==> src/rtl/ex_mem_stage_pkg.sv <==
// Shared definitions for the EX/MEM stage: exception codes, mem_op field layout and size encodings.
package ex_mem_stage_pkg;

  localparam logic [4:0] EXC_ADEL = 5'h04;
  localparam logic [4:0] EXC_ADES = 5'h05;
  localparam logic [4:0] EXC_OV   = 5'h0C;
  localparam logic [4:0] EXC_TR   = 5'h0D;

  localparam int MEMOP_STORE = 3;
  localparam int MEMOP_LOAD  = 2;

  typedef enum logic [1:0] {
    SIZE_BYTE = 2'b00,
    SIZE_HALF = 2'b01,
    SIZE_WORD = 2'b10
  } mem_size_e;

  function automatic logic is_mem_op(input logic [3:0] op);
    return op[MEMOP_STORE] | op[MEMOP_LOAD];
  endfunction

endpackage

==> src/rtl/ex_mem_stage_store_lane_gen.sv <==
// Byte-strobe / lane-replication generator for data-memory requests.
// MEM_ALIGN_CHECK_EN enables reporting of misaligned half/word accesses.
module ex_mem_stage_store_lane_gen
  import ex_mem_stage_pkg::*;
(
  input  logic        i_store,
  input  logic [1:0]  i_size,
  input  logic [1:0]  i_addr_lo,
  input  logic [31:0] i_data,
  output logic [3:0]  o_wstrb,
  output logic [31:0] o_wdata,
  output logic        o_misaligned
);

  logic [3:0] w_strb;

  always_comb begin
    w_strb       = 4'b1111;
    o_wdata      = i_data;
    o_misaligned = 1'b0;
    case (i_size)
      SIZE_BYTE: begin
        w_strb  = 4'b0001 << i_addr_lo;
        o_wdata = {4{i_data[7:0]}};
      end
      SIZE_HALF: begin
        w_strb  = i_addr_lo[1] ? 4'b1100 : 4'b0011;
        o_wdata = {2{i_data[15:0]}};
`ifdef MEM_ALIGN_CHECK_EN
        o_misaligned = i_addr_lo[0];
`endif
      end
      default: begin
`ifdef MEM_ALIGN_CHECK_EN
        o_misaligned = |i_addr_lo;
`endif
      end
    endcase
    // Loads never write, so they present an all-zero strobe.
    o_wstrb = i_store ? w_strb : 4'b0000;
  end

endmodule

==> src/rtl/ex_mem_stage.sv <==
// EX/MEM pipeline register: exception resolution, data-memory request issue, WB handoff.
// Alignment exceptions are produced only when MEM_ALIGN_CHECK_EN is defined.
module ex_mem_stage
  import ex_mem_stage_pkg::*;
(
  input  logic        clk,
  input  logic        resetn,
  input  logic        flush,
  input  logic        ex_valid,
  output logic        ex_allowin,
  input  logic [31:0] ex_pc,
  input  logic [31:0] ex_result,
  input  logic [31:0] ex_addr,
  input  logic        ex_overflow,
  input  logic        ex_trap,
  input  logic [3:0]  ex_mem_op,
  input  logic [31:0] ex_store_data,
  input  logic [4:0]  ex_dest,
  input  logic        ex_wen,
  input  logic        ex_exc,
  input  logic [4:0]  ex_exccode,
  output logic        data_req,
  output logic        data_wr,
  output logic [3:0]  data_wstrb,
  output logic [31:0] data_addr,
  output logic [31:0] data_wdata,
  input  logic        data_addr_ok,
  input  logic        wb_allowin,
  output logic        mem_to_wb_valid,
  output logic [31:0] mem_pc,
  output logic [31:0] mem_result,
  output logic [4:0]  mem_dest,
  output logic        mem_wen,
  output logic [3:0]  mem_mem_op,
  output logic        mem_exc,
  output logic [4:0]  mem_exccode,
  output logic [31:0] mem_badvaddr,
  output logic        exc_pending
);

  logic        r_mem_valid, r_req_sent, r_exc_block;
  logic [31:0] r_pc, r_result, r_addr, r_wdata, r_badvaddr;
  logic [4:0]  r_dest, r_exccode;
  logic        r_wen, r_exc;
  logic [3:0]  r_mem_op, r_wstrb;

  logic [3:0]  w_wstrb;
  logic [31:0] w_wdata, w_badvaddr;
  logic        w_misaligned, w_ade, w_exc_any, w_memop, w_ready_go, w_capture;
  logic [4:0]  w_exccode;

  ex_mem_stage_store_lane_gen u_lane_gen (
    .i_store      (ex_mem_op[MEMOP_STORE]),
    .i_size       (ex_mem_op[1:0]),
    .i_addr_lo    (ex_addr[1:0]),
    .i_data       (ex_store_data),
    .o_wstrb      (w_wstrb),
    .o_wdata      (w_wdata),
    .o_misaligned (w_misaligned)
  );

  assign w_ade = is_mem_op(ex_mem_op) & w_misaligned;

  // Priority: upstream exception > overflow > trap > address error.
  always_comb begin
    w_exc_any  = 1'b1;
    w_exccode  = 5'd0;
    w_badvaddr = 32'd0;
    if (ex_exc) begin
      w_exccode = ex_exccode;
    end else if (ex_overflow) begin
      w_exccode = EXC_OV;
    end else if (ex_trap) begin
      w_exccode = EXC_TR;
    end else if (w_ade) begin
      w_exccode  = ex_mem_op[MEMOP_STORE] ? EXC_ADES : EXC_ADEL;
      w_badvaddr = ex_addr;
    end else begin
      w_exc_any = 1'b0;
    end
  end

  assign w_memop    = is_mem_op(r_mem_op);
  assign data_req   = r_mem_valid & w_memop & ~r_exc & ~r_exc_block & ~r_req_sent & ~flush;
  assign w_ready_go = ~w_memop | r_exc | r_exc_block | r_req_sent | (data_req & data_addr_ok);
  assign ex_allowin = ~r_mem_valid | (w_ready_go & wb_allowin);
  assign w_capture  = ex_valid & ex_allowin & ~flush;

  always_ff @(posedge clk or negedge resetn) begin
    if (!resetn) begin
      r_mem_valid <= 1'b0;
      r_req_sent  <= 1'b0;
      r_exc_block <= 1'b0;
    end else if (flush) begin
      r_mem_valid <= 1'b0;
      r_req_sent  <= 1'b0;
      r_exc_block <= 1'b0;
    end else begin
      if (ex_allowin) r_mem_valid <= ex_valid;
      if (w_capture) begin
        r_req_sent <= 1'b0;
        if (w_exc_any) r_exc_block <= 1'b1;
      end else if (data_req & data_addr_ok) begin
        r_req_sent <= 1'b1;
      end
    end
  end

  always_ff @(posedge clk or negedge resetn) begin
    if (!resetn) begin
      r_pc       <= 32'd0;
      r_result   <= 32'd0;
      r_addr     <= 32'd0;
      r_wdata    <= 32'd0;
      r_badvaddr <= 32'd0;
      r_dest     <= 5'd0;
      r_exccode  <= 5'd0;
      r_wen      <= 1'b0;
      r_exc      <= 1'b0;
      r_mem_op   <= 4'd0;
      r_wstrb    <= 4'd0;
    end else if (w_capture) begin
      r_pc       <= ex_pc;
      r_result   <= ex_result;
      r_addr     <= ex_addr;
      r_wdata    <= w_wdata;
      r_badvaddr <= w_badvaddr;
      r_dest     <= ex_dest;
      r_exccode  <= w_exccode;
      r_wen      <= ex_wen & ~w_exc_any;
      r_exc      <= w_exc_any;
      r_mem_op   <= ex_mem_op;
      r_wstrb    <= w_wstrb;
    end
  end

  assign data_wr         = r_mem_op[MEMOP_STORE];
  assign data_wstrb      = r_wstrb;
  assign data_addr       = r_addr;
  assign data_wdata      = r_wdata;
  assign mem_to_wb_valid = r_mem_valid & w_ready_go;
  assign mem_pc          = r_pc;
  assign mem_result      = r_result;
  assign mem_dest        = r_dest;
  // Instructions behind a latched exception must not write the register file.
  assign mem_wen         = r_wen & ~r_exc_block;
  assign mem_mem_op      = r_mem_op;
  assign mem_exc         = r_exc;
  assign mem_exccode     = r_exccode;
  assign mem_badvaddr    = r_badvaddr;
  assign exc_pending     = r_exc_block;

endmodule

==> config.mk <==
export PLATFORM = sky130hd
export DESIGN_NAME = ex_mem_stage
export DESIGN_NICKNAME = d
export VERILOG_FILES = /design/src/rtl/ex_mem_stage_pkg.sv /design/src/rtl/ex_mem_stage_store_lane_gen.sv /design/src/rtl/ex_mem_stage.sv
export SDC_FILE = /design/constraint.sdc
export NUM_CORES = 1
export LEC_CHECK = 0
export CORE_MARGIN = 4
export CORE_UTILIZATION = 40
export CTS_CLUSTER_DIAMETER = 150
export DETAILED_ROUTE_END_ITERATION = 16
export GPL_TIMING_DRIVEN = 0
export PLACE_DENSITY_LB_ADDON = 0.08
export REMOVE_ABC_BUFFERS = 1
export SETUP_SLACK_MARGIN = 0.4
export SLEW_MARGIN = 30
export SYNTH_ARGS = -nofsm -noshare
export SYNTH_HDL_FRONTEND = slang
export SYNTH_SLANG_ARGS = --single-unit
==> constraint.sdc <==
create_clock -name clk -period 3.6 [get_ports clk]
set_input_delay 0.36 -clock clk [delete_from_list [all_inputs] [get_ports clk]]
set_output_delay 0.36 -clock clk [all_outputs]
set_load 0.03 [all_outputs]
# Yosys cells after proc, flatten, opt, wreduce, memory -nomap -nowiden
# Cells that the tools add are included.
[word_totals]
ff_bits = 151
out_inout_bits = 185
wordCells = 64
[op_classes]
eq_ne = 1
n_shift = 1
muxes = 18
bitwise_logic = 25
reduce_logical = 6
[ops]
columns = ["cell", "n"]
rows = [
  ["$pmux W32 S2", 1],
  ["$mux W4", 4],
  ["$and A1 B1 Y1", 12],
  ["$mux W1", 11],
  ["$pmux W4 S2", 1],
  ["$not A1 Y1", 7],
  ["$or A1 B1 Y1", 6],
  ["$reduce_bool A2 Y1", 3],
  ["$mux W5", 1],
  ["$shl A1 B2 Y4 const A", 1],
  ["$reduce_bool A3 Y1", 1],
  ["$eq A2 B1 Y1 const B", 1],
  ["$logic_not A2 Y1", 1],
  ["$reduce_and A2 Y1", 1],
]

# Depth between registers and ports, before layout
# Gate-level depths: netlist of run 1.
[logic_depth]
ltp_word = 14
mapped_depth = 7

# Hierarchy
# From an unflattened synthesis of run 1, not the netlist that was laid out.
[hier_totals]
cells_unflattened = 527
area_unflattened_um2 = 8189.1
[by_module_without_submodules]
columns = ["mod", "n_inst", "cells_each", "area_each_um2"]
rows = [
  ["ex_mem_stage", 1, 461, 7663.6],
  ["ex_mem_stage_store_lane_gen", 1, 66, 525.5],
]

# Least setup slack after synthesis of run 1
# OpenSTA, ideal clock, no wires.
[synth_path]
path_kind = "register to register"
startpoint = "register r_exc (netlist: mem_exc)"
endpoint = "register r_req_sent"
arrival_time_ps = 2342
setup_slack_ps = 1173
path_stages_with_launch = 5
path_buffers = 0
synth_period_minus_slack_ps = 2427
cell_sequence = "dfrtp_1 -> or3_4 -> nor4b_1 -> a21oi_1 -> a21oi_1"
[synth_via]
elab_chain_cells = 13
word_cells_on_any_way = 17
[synth_lines]
columns = ["element", "line_no", "rtl"]
rows = [
  ["from (decl)", "ex_mem_stage.sv:44", "logic r_wen, r_exc;"],
  ["from (signal assigned)", "ex_mem_stage.sv:131", "r_exc <= w_exc_any;"],
  ["$not A1 Y1 *", "ex_mem_stage.sv:84", "assign data_req = r_mem_valid & w_memop & ~r_exc & ~r_exc_block & ~r_req_sent & ~flush;"],
  ["$and A1 B1 Y1 * (4 in series)", "ex_mem_stage.sv:84", ""],
  ["net data_req", "ex_mem_stage.sv:22", "output logic data_req,"],
  ["$and A1 B1 Y1 *", "ex_mem_stage.sv:85, ex_mem_stage.sv:103", ""],
  ["$or A1 B1 Y1", "ex_mem_stage.sv:85", "assign w_ready_go = ~w_memop | r_exc | r_exc_block | r_req_sent | (data_req & data_addr_ok);"],
  ["$and A1 B1 Y1", "ex_mem_stage.sv:86", "assign ex_allowin = ~r_mem_valid | (w_ready_go & wb_allowin);"],
  ["$or A1 B1 Y1", "ex_mem_stage.sv:86", ""],
  ["$and A1 B1 Y1 (2 in series)", "ex_mem_stage.sv:87", "assign w_capture = ex_valid & ex_allowin & ~flush;"],
  ["$mux W1", "ex_mem_stage.sv:100", "if (w_capture) begin"],
  ["$mux W1", "ex_mem_stage.sv:94", "end else if (flush) begin"],
  ["to (signal assigned)", "ex_mem_stage.sv:96", "r_req_sent <= 1'b0;"],
  ["to (signal assigned)", "ex_mem_stage.sv:101", "r_req_sent <= 1'b0;"],
  ["to (signal assigned)", "ex_mem_stage.sv:104", "r_req_sent <= 1'b1;"],
  ["to (decl)", "ex_mem_stage.sv:41", "logic r_mem_valid, r_req_sent, r_exc_block;"],
]
# The timed path passes the listed nets; every way through them passes the cells marked *.
# A chain may end at the register's enable or synchronous reset.

# Worst setup path in the final report of run 1
[layout_path]
startpoint = "register r_mem_op[3] (netlist: mem_mem_op[3])"
endpoint = "output ex_allowin"
[layout_via]
elab_chain_cells = 10
word_cells_on_any_way = 14
[layout_lines]
columns = ["element", "line_no", "rtl"]
rows = [
  ["from (decl)", "ex_mem_stage.sv:45", "logic [3:0] r_mem_op, r_wstrb;"],
  ["from (signal assigned)", "ex_mem_stage.sv:132", "r_mem_op <= ex_mem_op;"],
  ["$or A1 B1 Y1 *", "ex_mem_stage_pkg.sv:19", "return op[MEMOP_STORE] | op[MEMOP_LOAD];"],
  ["$and A1 B1 Y1 (5 in series)", "ex_mem_stage.sv:84", ""],
  ["$and A1 B1 Y1", "ex_mem_stage.sv:85", ""],
  ["$or A1 B1 Y1 *", "ex_mem_stage.sv:85", ""],
  ["$and A1 B1 Y1 *", "ex_mem_stage.sv:86", ""],
  ["$or A1 B1 Y1 *", "ex_mem_stage.sv:86", ""],
  ["to (decl)", "ex_mem_stage.sv:10", "output logic ex_allowin,"],
]
# Every way passes the cells marked *; elsewhere a longest branch is shown, timed or not.

==> results.cfg, run 1 <==
[placement]
placement.setup.worst_slack_ns = 1.02
port-buffer-count = 304
placement.cell_area_um2 = 9580
gpl.final_weighted_congestion = 0.754
final_hpwl_from_detailed_placement_mm = 14.0
placedCellCount = 1206

[global_route]
grt_pass1_wl_mm = 29.8
first_global_vias = 5606
grt_antenna_before_repair = 0
grt_max_degree = 83
groute.usage.overall_pct = 21.3
aggregate_global_routing_overflow = 0

[job]
cap_violations = 0

[synthesis]
synth_top_cell_area_share_pct = 58.8
synth_sequential_area_ratio_pct = 58.8
synth_area_per_cell_um2 = 9.05
yosysWarningCount = 0
synth_cell_area_um2 = 6420
synthDominantAreaCellType = dfrtp_1
ys_seq_elements = 151
netlist_top_cells_area = dfrtp_1 59%, nand2_1 22%, buf_4 4.0%, mux2i_1 3.7%, o21ai_0 2.8%
synth.distinct_cells = 25
syn-instance-count = 710

[finish]
final.fill_count = 1378
syn2layout_area_growth_pct = 59.2
final_cell_mix = 375 x nand2_1, 302 x clkdlybuf4s50_1, 151 x dfrtp_1
finish.cell_count_without_fillers = 1238
layout.cells.most_common = nand2_1
post_route_cells_drive_above_1_share_pct = 4.89
diodes = 0
num-nets-final = 1162
finalInstanceArea_um2 = 10200
fin_util_pct = 64.6

[floorplan]
dieWidth_um = 135
floorplan.die_area_um2 = 18100
starting_density_of_the_core_pct = 40.6
floorplan.rows = 46
core_area_um2 = 15800
top_level_ports = 337
die_h_um = 135

[clock_tree]
postCtsSetupBuffers = 0
clkTransAtPathRegs_ns = 0.06
cts_hold_buffers = 1
max_clock_buf_depth = 2
cts_tree = built
cts_resized = 0
clock_tree.root_cell = clkbuf_16
clock_buffer_count_from_cts = 17
cts_num_sinks = 151
htree_depth = 4
clock_insertion_delay_worst_skew_ns = 0.42

[worst_setup_path]
timing.critical_path.max_delay_family = buffers and inverters
arrival_ns = 2.40
worst_ep_required_time_ns = 3.24
source_of_the_critical_timing_path = mem_mem_op[3]
critical_path.slowest_cell = clkdlybuf4s50_1
largest_fanout_on_the_critical_path = 4
cp_cell_sequence = nor2_1, nor3_1, o21ai_0, clkdlybuf4s50_1
reg2reg_from = mem_exc
timing.critical_path.slowest_cell_delay_ns = 0.75
worstSetupEndpointType = output pin
worstPathBufferInverterCount = 1
crit_type = flop to output pin
crit_path_start_kind = flop

[power]
vdd_ir_drop_max_mv = 0.338
power.density_cell_area_nw_per_um2 = 572
leakage_nw = 4.92

[route]
drtPass1Iterations = 4
via_count_of_the_routed_design = 5504
drc_violations_left = 0
route.antenna.remaining_nets = 0
detail_route.iter0.violations = 259
drt-total-wl_mm = 19.0
avgRoutedWirePerCell_um = 15.3
viasPerCell = 4.45

[hold_path]
hp-class = input pin to flop
min-delay-start = ex_result[4]

[sta]
worst_slew_margin_rel_pct = 52.8
finClkSkew_ns = 0.00786
finalWorstSetupSlack_ns = 0.840
worst_pin_slew_ns = 0.706
final-setup-viol-count = 0
final.period_utilization_pct = 76.7
rsz0062_at_grt = no
final-max-slew-violation-count = 0
max_clock_freq_ghz = 0.362
final_hold_violation_count = 0
fin_crit_ns = 2.76

[outcome]
outcome = finished, final reports clean
==> logic make-up (layout without fill, tap and decap cells) <==
family	count (synthesis)	in the layout	share of synthesized area [%]
and+or+nand+nor	405	405	24.4
AOI/OAI and AO/OA	55	55	4.68
buffers and inverters	74	355	8.28
muxes	24	24	3.74
other	1	32	0.0584
DFF	151	151	58.8
==> power breakdown <==
group / total (mW) / leakage, nW / switching (mW) / internal (mW)
clock: 1.90 / 0.313 / 0.670 / 1.23
sequential: 2.12 / 1.88 / 0.145 / 1.97
combinational: 1.83 / 2.73 / 1.07 / 0.762
total: 5.84 / 4.92 / 1.88 / 3.96
==> state kept, by name, indices dropped and copies added (netlist names), 4 cells and up <==
signal,flops
mem_pc,32
data_wdata,32
mem_dest,5
mem_result,32
mem_mem_op,4
data_wstrb,4
data_addr,32
mem_exccode,5
==> worst min-delay path: stages <==
cell             delay, ns
clkdlybuf4s50_1       0.39
nand2_1               0.05
nand2_1               0.04
==> cells in the mapped netlist <==
cell type	instances
clkbuf_2	2
mux2i_1	24
o22ai_1	1
buf_4	34
a21oi_1	13
conb_1	1
nand3_1	3
nor3b_1	1
nand2_1	375
o311a_1	1
o21ai_0	36
nor3_1	2
a21boi_0	1
clkbuf_1	10
buf_2	9
nor2b_1	8
nor2_1	12
or3_4	1
dfrtp_1	151
nor4b_1	1
nand2b_1	2
o311ai_2	1
inv_1	4
buf_6	15
o31ai_1	2
==> metal layers <==
layer  wire, µm  vias to the layer above  GRT usage [%]
met5          0                        -              0
met2       9160                      199           34.4
met3       2020                       31           10.5
met4        501                        0           8.03
li1           -                     2752              -
met1       7320                     2522           24.3
==> cell type report <==
cell class / count / area (µm²) / area share (%)
Sequential cell: 151 / 3780 / 37.0
Timing Repair Buffer: 320 / 3270 / 32.0
Clock inverter: 8 / 144 / 1.41
Tap cell: 216 / 270 / 2.64
Multi-Input combinational cell: 516 / 2250 / 22.0
Clock buffer: 23 / 488 / 4.77
Inverter: 4 / 15.0 / 0.147
==> final timing paths <==
| check | end | slack, ns | depth (start not counted) |
|---|---|---|---|
| worst max-delay path | ex_allowin | 0.84 | 4 |
| worst min register to register | r_wen | 0.46 | 2 |
| worst max register to register | data_addr[26] | 1.24 | 8 |
| worst min-delay path | mem_result[4] | 0.46 | 3 |
| min in group asynchronous | mem_result[28] | 0.50 | 2 |
| max in group asynchronous | data_wdata[7] | 2.28 | 3 |
==> per-stage QoR <==
stage	power (mW)	hold WS, ns	TNS (ns)
5_1_grt	6.13	0.450	0
3_5_place_dp	3.99	0.369	0
6_report	5.84	0.462	0
2_1_floorplan	3.05	0.0644	-454.57
4_1_cts	5.91	0.443	0
3_3_place_gp	3.98	0.450	-1608.96
Note: power is estimated with default switching activity, not from simulation.
==> inputs of run 2 (changes only) <==
==> constraint.sdc (replaced) <==
create_clock -name clk -period 2.8 [get_ports clk]
set_input_delay 0.28 -clock clk [delete_from_list [all_inputs] [get_ports clk]]
set_output_delay 0.28 -clock clk [all_outputs]
set_load 0.03 [all_outputs]
==> run 2 against run 1 <==
Clock power is 28% higher. Design area hardly changed. Critical path depth stayed put. Sequential share of layout area hardly changed. Global-route usage hardly changed. Final cell count hardly changed. Power is 29% higher. Flip-flop and latch count stayed put. Combinational power is 28% higher. Via count hardly changed. Critical path type unchanged. Largest power group unchanged. Highest routed layer unchanged.
==> results.cfg, run 2 (synthesized netlist as in run 1, its figures left out) <==
[floorplan]
top_level_ports = 337
dieWidth_um = 135
starting_density_of_the_core_pct = 40.6
floorplan.die_area_um2 = 18100
floorplan.rows = 46
die_h_um = 135
core_area_um2 = 15800

[finish]
diodes = 0
layout.cells.most_common = nand2_1
final_cell_mix = 375 x nand2_1, 299 x clkdlybuf4s50_1, 151 x dfrtp_1
finish.cell_count_without_fillers = 1239
syn2layout_area_growth_pct = 59.2
post_route_cells_drive_above_1_share_pct = 5.18
num-nets-final = 1163

[route]
via_count_of_the_routed_design = 5505
avgRoutedWirePerCell_um = 15.4
drtPass1Iterations = 4
route.antenna.remaining_nets = 0
detail_route.iter0.violations = 273
drt-total-wl_mm = 19.0
viasPerCell = 4.44
drc_violations_left = 0

[worst_setup_path]
largest_fanout_on_the_critical_path = 4
critical_path.slowest_cell = or3_4
timing.critical_path.slowest_cell_delay_ns = 0.42
worst_ep_required_time_ns = 2.52
source_of_the_critical_timing_path = exc_pending
arrival_ns = 2.02
crit_path_start_kind = flop
worstSetupEndpointType = output pin
reg2reg_from = exc_pending
cp_cell_sequence = or3_4, nor3_1, o21ai_0, dlygate4sd1_1
crit_type = flop to output pin

[global_route]
grt_max_degree = 83
groute.usage.overall_pct = 21.3
first_global_vias = 5602
grt_pass1_wl_mm = 29.8
aggregate_global_routing_overflow = 0
grt_antenna_before_repair = 0

[placement]
port-buffer-count = 304
placement.setup.worst_slack_ns = 0.332
final_hpwl_from_detailed_placement_mm = 14.0
gpl.final_weighted_congestion = 0.754
placedCellCount = 1206

[power]
power.density_cell_area_nw_per_um2 = 735
p_total_mw = 7.52
vdd_ir_drop_max_mv = 0.434
leakage_nw = 4.93

[sta]
max_clock_freq_ghz = 0.434
worst_slew_margin_rel_pct = 52.6
fin_setup_tns_ns = 0
finClkSkew_ns = 0.00830
final-max-slew-violation-count = 0
rsz0062_at_grt = no
final_hold_violation_count = 0
worst_pin_slew_ns = 0.709
finalWorstSetupSlack_ns = 0.496
final.period_utilization_pct = 82.3
fin_crit_ns = 2.30
final-setup-viol-count = 0

[clock_tree]
max_clock_buf_depth = 2
cts_tree = built
clock_insertion_delay_worst_skew_ns = 0.42
clock_tree.root_cell = clkbuf_16
clock_buffer_count_from_cts = 17
htree_depth = 4
clkTransAtPathRegs_ns = 0.06
cts_num_sinks = 151

[hold_path]
min-delay-start = ex_result[4]
hp-class = input pin to flop

[outcome]
outcome = finished, final reports clean

[job]
cap_violations = 0
-- run 2: changes by cell type in the layout (fill, tap and decap cells not counted) --
| cell | delta |
|---|---|
| clkdlybuf4s50_1 | -3 |
| clkbuf_2 | +1 |
| nor2_2 | +1 |
| nor2_1 | -1 |
| dlygate4sd1_1 | +1 |
| buf_4 | +1 |
| dlygate4sd2_1 | +1 |
-- run 2: what timing repair did --
action	CTS	global route
resized for setup	3	6
buffers inserted	0	1
hold buffers	1	0
endpoints found under the setup margin	3	40
pin swaps	0	1
hold endpoints to repair	69	0
-- run 2: per-layer routing --
| layer | wire, µm | GRT usage [%] |
|---|---|---|
| met5 | 0 | 0 |
| met4 | 486 | 8.03 |
| met3 | 2010 | 10.5 |
| met2 | 9210 | 34.4 |
| met1 | 7330 | 24.3 |
-- run 2: cell type report --
class,count,area (µm²)
Clock buffer,23,488
Clock inverter,8,144
Fill cell,1380,5600
Inverter,4,15.0
Multi-Input combinational cell,516,2250
Sequential cell,151,3780
Tap cell,216,270
Timing Repair Buffer,321,3270
-- run 2: through the flow --
stage               util, %  hold WS [ns]  cell area [µm²]
finish                 64.6         0.383            10200
global route           64.6         0.370            10200
CTS                    64.5         0.363            10200
detailed placement     60.5         0.289             9580
global placement       59.0         0.450             9340
floorplan                 -       -0.0156             6020
-- run 2: worst paths after layout --
check / depth (start not counted) / slack [ns] / to
min: 3 / 0.38 / mem_result[4]
max in group asynchronous: 3 / 1.57 / mem_exccode[2]
max reg2reg: 8 / 0.68 / data_addr[26]
min in group asynchronous: 2 / 0.43 / mem_result[28]
min reg2reg: 2 / 0.46 / r_wen
max: 4 / 0.50 / ex_allowin
-- run 2: power by group --
| group | switching (mW) | internal, mW |
|---|---|---|
| Combinational | 1.37 | 0.979 |
| Clock | 0.863 | 1.58 |
| Sequential | 0.187 | 2.53 |
-- run 2: critical path, delay by kind of cell, from the launching register on --
family                 cells  cell delay [ns]
AO/OA/AOI/OAI              1             0.19
flip-flops                 1             0.41
buffers and inverters      1             0.38
AND/OR/NAND/NOR            2             0.62
==> inputs of run 3 (changes only) <==
--- a/config.mk
+++ b/config.mk
@@ -6,7 +6,7 @@
 export NUM_CORES = 1
 export LEC_CHECK = 0
 export CORE_MARGIN = 4
-export CORE_UTILIZATION = 40
+export CORE_UTILIZATION = 36
 export CTS_CLUSTER_DIAMETER = 150
 export DETAILED_ROUTE_END_ITERATION = 16
 export GPL_TIMING_DRIVEN = 0
==> constraint.sdc (replaced) <==
create_clock -name clk -period 2 [get_ports clk]
set_input_delay 0.2 -clock clk [delete_from_list [all_inputs] [get_ports clk]]
set_output_delay 0.2 -clock clk [all_outputs]
set_load 0.03 [all_outputs]
==> run 3 against run 2 <==
Critical path depth grew 5. First-iteration DRC count decreased by 14%. Setup slack worse by 0.45 ns. Critical path type is now flop to flop. Largest cell class is now non-clock buffers. Highest routed layer unchanged.
==> results.cfg, run 3 (synthesized netlist as in run 1, its figures left out) <==
[route]
viasPerCell = 4.66
topRoutingLayerUsed = met4
met3_wirelength_mm = 2.36
drc_violations_left = 0
avgRoutedWirePerCell_um = 18.2
met2WireLength_mm = 12.1
drtPass1Iterations = 4
via_count_of_the_routed_design = 6159
route.antenna.remaining_nets = 0
routedLengthMet1_mm = 9.00
drt-total-wl_mm = 24.0
detail_route.iter0.violations = 234

[floorplan]
floorplan.die_area_um2 = 20000
starting_density_of_the_core_pct = 36.9
die_h_um = 142
floorplan.rows = 48
core_area_um2 = 17400
dieWidth_um = 142
top_level_ports = 337

[finish]
final_cell_mix = 157 x nand2_1, 156 x nand2_2, 151 x dfrtp_1
fin_util_pct = 71.2
num-nets-final = 1235
finish.cell_count_without_fillers = 1321
finalInstanceArea_um2 = 12400
syn2layout_area_growth_pct = 93.1
layout.cells.most_common = nand2_1
diodes = 0
post_route_cells_drive_above_1_share_pct = 33.8

[job]
cap_violations = 0

[global_route]
groute.usage.overall_pct = 23.6
aggregate_global_routing_overflow = 0
grt_max_degree = 68
grt_pass1_wl_mm = 36.3
grt_antenna_before_repair = 0
first_global_vias = 6492

[clock_tree]
clock_tree.root_cell = clkbuf_16
htree_depth = 4
clock_buffer_count_from_cts = 17
max_clock_buf_depth = 2
cts_num_sinks = 151
clkTransAtPathRegs_ns = 0.06
clock_insertion_delay_worst_skew_ns = 0.42
cts_tree = built

[sta]
final-setup-viol-count = 0
rsz0062_at_grt = yes
max_clock_freq_ghz = 0.511
finalWorstSetupSlack_ns = 0.0446
final.period_utilization_pct = 97.8
final-max-slew-violation-count = 0
final_hold_violation_count = 0
fin_crit_ns = 1.96
worst_pin_slew_ns = 0.780
finClkSkew_ns = 0.0110
fin_setup_tns_ns = 0
worst_slew_margin_rel_pct = 47.9

[worst_setup_path]
timing.critical_path.slowest_cell_delay_ns = 0.42
arrival_ns = 2.32
crit_type = flop to flop
most_repeated_library_cell_on_the_critical_path = buf_12
largest_fanout_on_the_critical_path = 8
crit_path_start_kind = flop
worstSetupEndpointType = flop
critical_path.slowest_cell = dfrtp_1
worst_ep_required_time_ns = 2.36
cp_cell_sequence = or3_4, o311ai_4, buf_6, buf_8, buf_12, buf_12, buf_12, nand2_2, nand2_2

[placement]
placement.setup.worst_slack_ns = -0.352
port-buffer-count = 304
placedCellCount = 1216
placement.cell_area_um2 = 9620
gpl.final_weighted_congestion = 0.745
final_hpwl_from_detailed_placement_mm = 14.3

[power]
vdd_ir_drop_max_mv = 0.587
power.density_cell_area_nw_per_um2 = 867
leakage_nw = 6.32

[hold_path]
hp-class = input pin to asynchronous set/reset pin

[outcome]
outcome = finished, final reports clean
run 3: stage by stage:
stage	hold WS, ns	total power, mW
5_1_grt	0.255	11.2
2_1_floorplan	-0.0956	5.50
6_report	0.234	10.8
4_1_cts	0.224	10.5
3_3_place_gp	0.444	7.18
3_5_place_dp	0.0851	7.19
run 3: repair_timing:
item	CTS	global route
resized for setup	399	198
cloned	24	0
hold endpoints to repair	84	0
pin swaps	152	130
hold buffers	1	0
setup endpoints to repair	302	154
buffers inserted	42	6
run 3: where the power goes:
group	total, mW	leakage, nW	internal (mW)	switching [mW]
combinational	3.75	4.17	1.53	2.22
clock	3.08	0.273	1.78	1.30
sequential	3.93	1.88	3.55	0.379
run 3: final timing paths:
path,slack [ns],startpoint,to,cells past startpoint
max in group asynchronous,0.83,resetn,mem_exccode[2],4
min in group clk,0.31,ex_addr[5],data_addr[5],3
max reg2reg,0.04,exc_pending,data_addr[10],9
min reg2reg,0.47,mem_pc[18],mem_pc[18],2
max,0.04,exc_pending,data_addr[10],9
min,0.23,resetn,data_addr[15],2
run 3: metal layers:
metal  vias up  track usage (%)
li1       2925                -
met1      2954             26.9
met2       249             40.0
met3        31             10.5
met4         0             7.17
met5         -                0
run 3: area by class of cell:
| cell class | count | area [µm²] |
|---|---|---|
| Fill cell | 1317 | 5010 |
| Sequential cell | 151 | 3780 |
| Clock buffer | 21 | 460 |
| Timing Repair Buffer | 393 | 4530 |
| Multi-Input combinational cell | 516 | 3230 |
| Clock inverter | 11 | 100 |
| Tap cell | 225 | 282 |
| Inverter | 4 | 15.0 |
run 3: critical path, delay by kind of cell, from the launching register on:
kind / cells / cell delay (ns)
AO/OA/AOI/OAI: 1 / 0.32
flip-flops: 1 / 0.42
buffers and inverters: 5 / 0.62
AND/OR/NAND/NOR: 3 / 0.53
